[config.mk]
export PLATFORM = sky130hd
export DESIGN_NAME = bcd_to_unsigned_flat
export DESIGN_NICKNAME = d
export VERILOG_FILES = /design/src/rtl/bcd_to_unsigned_if.sv /design/src/rtl/bcd_to_unsigned.sv /design/src/flat_wrapper.sv
export SDC_FILE = /design/constraint.sdc
export NUM_CORES = 1
export LEC_CHECK = 0
export ABC_CLOCK_PERIOD_IN_PS = 4250
export CORE_ASPECT_RATIO = 1.5
export CORE_MARGIN = 2
export CORE_UTILIZATION = 30
export CTS_CLUSTER_DIAMETER = 150
export DETAILED_ROUTE_END_ITERATION = 8
export HOLD_SLACK_MARGIN = 0.1
export PLACE_DENSITY = 0.53
export SLEW_MARGIN = 25
export SYNTH_ARGS = -nofsm -noshare
export SYNTH_HDL_FRONTEND = slang
export SYNTH_SLANG_ARGS = --single-unit
[constraint.sdc]
create_clock -name clk -period 4.25 [get_ports clk]
set_input_delay 0.85 -clock clk [delete_from_list [all_inputs] [get_ports clk]]
set_output_delay 0.85 -clock clk [all_outputs]
set_load 0.005 [all_outputs]
[src/rtl/bcd_to_unsigned_if.sv]
// Handshake and data bundle for the BCD-to-binary converter.
// The master drives the start request and the packed BCD word. The slave
// (the converter) returns the idle/done status, the binary result and the
// invalid-digit flag.
interface bcd_to_unsigned_if;
    logic        trigger;  // level start request, honoured only while idle
    logic [31:0] bcd;      // 8 packed BCD digits, digit 0 in bcd[3:0]
    logic        idle;     // converter ready to accept trigger
    logic        done;     // one-cycle pulse when out is updated
    logic [31:0] out;      // unsigned binary result, held between conversions
    logic        error;    // invalid-digit flag of the last completed conversion

    modport master (
        output trigger,
        output bcd,
        input  idle,
        input  done,
        input  out,
        input  error
    );

    modport slave (
        input  trigger,
        input  bcd,
        output idle,
        output done,
        output out,
        output error
    );
endinterface : bcd_to_unsigned_if

[src/rtl/bcd_to_unsigned.sv]
// Sequential 8-digit BCD to 32-bit unsigned binary converter.
//
// Uses the reverse double-dabble algorithm. The digit register B and the
// result register R form one 64-bit word {B,R}. Each CONVERT cycle shifts
// that word right by one bit. After the shift, every BCD digit of B that is
// 8 or more has 3 subtracted from it. A digit is 8 or more exactly when its
// top bit is set, so that bit alone makes the decision. After 32 steps R holds
// the binary value. The result is published with a one-cycle done pulse on
// the way back to IDLE.
//
// Optional feature, selected by the macro BCD_DIGIT_CHECK_EN:
//   defined   - each nibble of the captured word is checked for a value > 9.
//               An invalid word still runs the full 32 cycles, then publishes
//               out = 0 with error = 1.
//   undefined - error is tied low and invalid nibbles pass through unchecked.
module bcd_to_unsigned (
    input  logic              clk,
    input  logic              reset,   // synchronous, active-high
    bcd_to_unsigned_if.slave  bus
);

    typedef enum logic {
        IDLE    = 1'b0,
        CONVERT = 1'b1
    } state_e;

    localparam logic [4:0] LAST_STEP = 5'd31;

    state_e      state_q, state_d;
    logic [31:0] b_q, b_d;        // BCD digit register being drained
    logic [31:0] r_q, r_d;        // binary result being filled from the top
    logic [4:0]  cnt_q, cnt_d;    // CONVERT step counter, 0..31
    logic [31:0] out_q, out_d;    // published result
    logic        done_q, done_d;  // completion pulse
`ifdef BCD_DIGIT_CHECK_EN
    logic        invalid_q, invalid_d;  // captured word had a nibble > 9
    logic        error_q, error_d;      // published invalid flag
`endif

    // Subtract 3 from every digit whose value is 8 or more. Such a digit is at
    // most 15 before the subtraction and at least 5 after it, so no borrow
    // ever crosses into the next digit.
    function automatic logic [31:0] adjust_digits(input logic [31:0] b);
        logic [31:0] res;
        res = b;
        for (int i = 0; i < 8; i++) begin
            if (b[4*i+3]) begin
                res[4*i +: 4] = b[4*i +: 4] - 4'd3;
            end
        end
        return res;
    endfunction

`ifdef BCD_DIGIT_CHECK_EN
    // Returns 1 when any nibble of the word is greater than 9.
    function automatic logic has_bad_digit(input logic [31:0] b);
        logic bad;
        bad = 1'b0;
        for (int i = 0; i < 8; i++) begin
            if (b[4*i +: 4] > 4'd9) begin
                bad = 1'b1;
            end
        end
        return bad;
    endfunction
`endif

    // FSM state register plus the control registers that reset must clear
    always_ff @(posedge clk) begin
        // NOTE: sequential state uses non-blocking assignments only, so every
        // register samples the values from before this edge.
        if (reset) begin
            state_q   <= IDLE;
            cnt_q     <= '0;
            out_q     <= '0;
            done_q    <= 1'b0;
`ifdef BCD_DIGIT_CHECK_EN
            invalid_q <= 1'b0;
            error_q   <= 1'b0;
`endif
        end else begin
            state_q   <= state_d;
            cnt_q     <= cnt_d;
            out_q     <= out_d;
            done_q    <= done_d;
`ifdef BCD_DIGIT_CHECK_EN
            invalid_q <= invalid_d;
            error_q   <= error_d;
`endif
        end
    end

    // Working datapath registers, always reloaded at capture
    always_ff @(posedge clk) begin
        // NOTE: B and R have no reset. Every conversion loads them at capture
        // before they are read, and they never reach the outputs directly.
        b_q <= b_d;
        r_q <= r_d;
    end

    // Next-state logic: leave IDLE on trigger, leave CONVERT after step 31
    always_comb begin
        // NOTE: each combinational block assigns a default first, so no path
        // can leave a signal unassigned and infer a latch.
        state_d = state_q;
        unique case (state_q)
            IDLE: begin
                if (bus.trigger) begin
                    state_d = CONVERT;
                end
            end
            CONVERT: begin
                if (cnt_q == LAST_STEP) begin
                    state_d = IDLE;
                end
            end
            default: state_d = IDLE;
        endcase
    end

    // Datapath next-state: capture in IDLE, one shift/adjust step per CONVERT cycle
    always_comb begin
        b_d       = b_q;
        r_d       = r_q;
        cnt_d     = cnt_q;
        out_d     = out_q;
        done_d    = 1'b0;
`ifdef BCD_DIGIT_CHECK_EN
        invalid_d = invalid_q;
        error_d   = error_q;
`endif
        unique case (state_q)
            IDLE: begin
                if (bus.trigger) begin
                    b_d       = bus.bcd;
                    r_d       = '0;
                    cnt_d     = '0;
`ifdef BCD_DIGIT_CHECK_EN
                    invalid_d = has_bad_digit(bus.bcd);
`endif
                end
            end
            CONVERT: begin
                // The bottom bit of B moves into the top of R. The shifted B
                // is then brought back to valid BCD.
                r_d   = {b_q[0], r_q[31:1]};
                b_d   = adjust_digits({1'b0, b_q[31:1]});
                cnt_d = cnt_q + 5'd1;
                if (cnt_q == LAST_STEP) begin
                    done_d  = 1'b1;
`ifdef BCD_DIGIT_CHECK_EN
                    out_d   = invalid_q ? 32'h0 : r_d;
                    error_d = invalid_q;
`else
                    out_d   = r_d;
`endif
                end
            end
            default: ;
        endcase
    end

    // Output logic: idle is decoded from the state, the rest comes from registers
    always_comb begin
        bus.idle  = (state_q == IDLE);
        bus.done  = done_q;
        bus.out   = out_q;
`ifdef BCD_DIGIT_CHECK_EN
        bus.error = error_q;
`else
        bus.error = 1'b0;
`endif
    end

endmodule : bcd_to_unsigned

[src/flat_wrapper.sv]
// flat-port wrapper written by rule: the top's interface ports become plain ports
module bcd_to_unsigned_flat 
  (clk, reset, bus_trigger, bus_bcd, bus_idle, bus_done, bus_out, bus_error);
  bcd_to_unsigned_if bus_i ();
  input  logic clk;
  input  logic reset;
  input wire logic [$bits(bus_i.trigger)-1:0] bus_trigger;
  input wire logic [$bits(bus_i.bcd)-1:0] bus_bcd;
  output wire logic [$bits(bus_i.idle)-1:0] bus_idle;
  output wire logic [$bits(bus_i.done)-1:0] bus_done;
  output wire logic [$bits(bus_i.out)-1:0] bus_out;
  output wire logic [$bits(bus_i.error)-1:0] bus_error;
  assign bus_i.trigger = bus_trigger;
  assign bus_i.bcd = bus_bcd;
  assign bus_idle = bus_i.idle;
  assign bus_done = bus_i.done;
  assign bus_out = bus_i.out;
  assign bus_error = bus_i.error;
  bcd_to_unsigned u_core (.clk(clk), .reset(reset), .bus(bus_i));
endmodule
# After elaboration in Yosys (flattened, before gate mapping)

Cells that the tools add are included.

Register bits: 103
Input port bits: 35
Word-level logic and storage cells: 36

Mux-type cells: 17
Reductions and logical operators: 2
$add $sub $neg: 8
Equality and inequality tests: 2
Bitwise logic cells: 1

Operators with widths:

| cell                                                                | number |
|---|---|
| 32-bit one-hot mux with 2 select lines                              | 2 |
| 32-bit 2-to-1 mux                                                   | 2 |
| 4-bit 2-to-1 mux                                                    | 7 |
| 4-bit by 2-bit subtractor with 4-bit output (second input constant) | 7 |
| 5-bit one-hot mux with 2 select lines                               | 1 |
| 5-bit by 1-bit adder with 5-bit output (second input constant)      | 1 |
| 5-bit equality test (second input constant)                         | 1 |
| 5-bit 2-to-1 mux                                                    | 1 |
| 1-bit 2-to-1 mux                                                    | 3 |
| 2-bit inequality test (second input constant)                       | 1 |
| 1-bit one-hot mux with 2 select lines                               | 1 |
| 2-bit AND reduction                                                 | 1 |
| 2-bit OR reduction                                                  | 1 |
| 1-bit inverter                                                      | 1 |

# Depth between registers and ports, before layout

Word-level depth: 3
Gate-level depth with buffers: 7
Depth with buffers taken out: 6

# Worst setup path after synthesis

OpenSTA, ideal clock, no wires.

Path type: input to register
Start: in bus_trigger
End: reg u_core.b_q[0] (enable)
Arrival time: 2.150 ns
Path slack: 1.682 ns
Stages: 2
Library setup time: 0.417 ns
Path buffers: 0
Cells stage by stage: nor2_1 > inv_1

Longest elaborated chain between the ends: 1

RTL lines:

| item                            | RTL line              | text |
|---|---|---|
| from (decl)                     | flat_wrapper.sv:7     | `input wire logic [$bits(bus_i.trigger)-1:0] bus_trigger;` |
| 2-bit inequality test (no line) | --                    |  |
| to (signal assigned)            | bcd_to_unsigned.sv:97 | `b_q <= b_d;` |
| to (decl)                       | bcd_to_unsigned.sv:30 | `logic [31:0] b_q, b_d;` |

Every way passes these cells.
A chain may end at the register's enable or synchronous reset.

# Worst setup path after layout

Start: reg u_core.state_q
End: out bus_idle

Longest elaborated chain between the ends: 1

RTL lines:

| item                   | RTL line               | text |
|---|---|---|
| from (decl)            | bcd_to_unsigned.sv:29  | `state_e state_q, state_d;` |
| from (signal assigned) | bcd_to_unsigned.sv:82  | `state_q <= state_d;` |
| 1-bit inverter         | bcd_to_unsigned.sv:165 | `bus.idle = (state_q == IDLE);` |
| to (decl)              | flat_wrapper.sv:9      | `output wire logic [$bits(bus_i.idle)-1:0] bus_idle;` |

Every way passes these cells.

==> flow_summary_export.csv <==
group,metric,value,unit
synthesis,ys_seq_area_share,65.7,%
clock_tree,clockBufferDepth,2,
drt,routed_wl,7.43,mm
synthesis,yosysWarnings,0,
worst_setup_path,worstSetupPathType,"flop to output port",
synthesis,synth_ff_type,"edfxtp_1",
floorplan,die_width,99.1,microns
drt,met1_length,3.32,mm
timing,hold_viol_final,0,
worst_setup_path,critPathLaunchType,"flop",
drt,drtPass1Iterations,4,
power,power_leakage,1.91,nW
clock_tree,cts_resized,0,
timing,setup_violations,0,
synthesis,syn_avg_cell_area,13.0,sq um
clock_tree,cts.sinks,102,
timing,max_slew.worst_pin.slew,0.738,ns
clock_tree,cts_made_buffers,9,
synthesis,synth-seq-cells,102,
drt,routedWlPerCell,13.6,microns
finish,layout.nets,422,
worst_setup_path,max_stage_delay,0.81,ns
drt,num_vias,2562,
clock_tree,cts_setup_buffers,0,
timing,max_slew_margin,50.8,%
synthesis,ys_top_cells_by_area,"edfxtp_1 46%, dfxtp_1 19%, a22o_1 6.9%",
floorplan,initial_utilization,30.4,%
worst_setup_path,cpMaxStageDelayCell,"dfxtp_2",
power,pwr_density_cell,415,nW/um^2
drt,drt_iter0_drc,79,
finish,final_common_cell,"clkdlybuf4s50_1",
clock_tree,clkTransAtPathRegs,0.07,ns
worst_setup_path,critPathMaxFanout,48,
synthesis,synth_edf_count,63,
timing,rsz0062_at_grt,"false",
floorplan,coreArea,13400,sq um
clock_tree,h-tree-depth,3,
place,routabilityCongestion,0.752,
timing,fin_crit_sh,65.5,%
floorplan,rows,52,
synthesis,synth_top_area_share,46.5,%
synthesis,netlist_instances,312,
clock_tree,insertion_delay,0.34,ns
floorplan,die_h,147,microns
drt,met2_length,3.58,mm
global_route,grt_max_degree,50,
timing,clock.fmax,359,MHz
flow_run,maxCapViolations,0,
finish,mostFrequentLayoutCells,"68 x clkdlybuf4s50_1, 63 x edfxtp_1, 38 x dfxtp_1",
worst_setup_path,path_cells,"inv_2 > clkdlybuf4s50_1",
timing,fin_skew,0.00460,ns
floorplan,pin_count,70,
global_route,grt_pass1_vias,2508,
drt,drc,0,
synthesis,synth_nets,356,
finish,layout-drive-gt1-share,6.79,%
worst_setup_path,critPathCaptureType,"output port",
worst_setup_path,crit_arrival,1.93,ns
finish,flow.area_growth_from_synthesis,27.8,%
synthesis,syn-cell-area,4070,sq um
timing,slew_viol_final,0,
global_route,antenna_found_initial,0,
floorplan,die-area,14500,sq um
global_route,grt_overflow,0,
synthesis,synthArstFlopShare,0,%
timing,setup_tns,0,ns
drt,topRoutingLayerUsed,"met4",
power,vdd_drop_max,0.201,mV
min_path,hp-class,"flop to flop",
clock_tree,cts_tree,"yes",
synthesis,synth.distinct_cells,28,
drt,antenna_left,0,
clock_tree,holdBufCountCts,0,
finish,insertedDiodeCount,0,
global_route,grt_pass1_wl,12.4,mm
timing,final.min_clock_period,2.78,ns
place,hpwl,4.90,mm
power,p_total,2.16,mW
clock_tree,root_buffer,"clkbuf_16",
drt,via_per_inst,4.70,
worst_setup_path,cp_data_required_time,3.40,ns
synthesis,yosysTopAreaCell,"edfxtp_1",
run_status,status,"complete, no violations",
place,portBuffers,68,
drt,wl_met3,329,microns
global_route,grt_usage,10.8,%
==> stage by stage <==
stage | setup WS, ns | hold WS [ns] | area (sq um) | utilization (%) | std cells
after floorplan | 1.68 | 0.436 | 4070 | - | 312
after global placement | 1.58 | 0.443 | 4910 | 36.7 | 529
after detailed placement | 1.54 | 0.453 | 4910 | 36.7 | 529
after CTS | 1.44 | 0.477 | 5200 | 38.8 | 545
after global routing | 1.29 | 0.494 | 5200 | 38.8 | 545
final | 1.47 | 0.467 | 5200 | 38.8 | 545
==> power by group <==
group	internal [mW]	switching (mW)	total, mW
clock network	0.436	0.354	0.790
logic	0.102	0.0843	0.186
registers	1.13	0.0522	1.18
total	1.67	0.491	2.16
==> registers in the layout (all words and copies together), names as in the netlist <==
name / flops
u_core.cnt_q: 5
u_core.r_q: 31
u_core.bus.done: 1
u_core.state_q: 1
u_core.b_q: 32
u_core.bus.out: 32
==> cell usage after synthesis, types with 2 or more instances <==
cell type and instances:
a21oi_1 31, clkbuf_1 3, buf_2 13, nand3_1 2, o2bb2ai_1 7, nor3b_1 2, xnor2_1 14, a22o_1 32
nor2b_1 10, nor2_1 25, and2_1 31, edfxtp_1 63, mux2i_1 8, dfxtp_1 39, nand2_1 9, ha_1 9
mux2_2 3
==> cells by family after synthesis <==
logic type               after synthesis  share of synthesized area (%)
AO/OA/AOI/OAI                         73                           12.7
adder cells (fa/ha/maj)                9                           2.77
multiplexers                          11                           2.80
AND/OR/NAND/NOR                       83                           10.7
flip-flops                           102                           65.7
buffers and inverters                 19                           2.24
XOR/XNOR                              14                           3.01
other                                  1                         0.0922
==> routing by layer <==
layer	global-route usage (%)	up-vias
li1	-	1271
met1	13.7	1217
met2	16.9	62
met3	2.20	12
met4	5.96	0
met5	0	-
==> critical path: cells and delay by family (launching register included) <==
| family | cells | cell delay [ns] |
|---|---|---|
| buf+inv | 2 | 0.77 |
| flops | 1 | 0.81 |
==> path summary, 6_finish.rpt <==
kind | startpoint | endpoint | slack, ns | depth (start not counted)
min reg2reg | u_core.r_q[1] | u_core.bus.out[0] | 0.47 | 1
max | u_core.state_q | bus_idle | 1.47 | 2
max reg2reg | u_core.state_q | u_core.b_q[5] | 2.01 | 3
min | u_core.r_q[1] | u_core.bus.out[0] | 0.47 | 1
==> layout make-up <==
cell class / count / area [sq um]
clock buffers: 12 / 258
multi-input cells: 191 / 1310
fillers: 1297 / 8200
inverters: 2 / 7.51
clock inverters: 4 / 28.8
flip-flops and latches: 102 / 2670
well taps: 162 / 203
repair buffers: 72 / 723
Power figures use the tool's default switching activity.
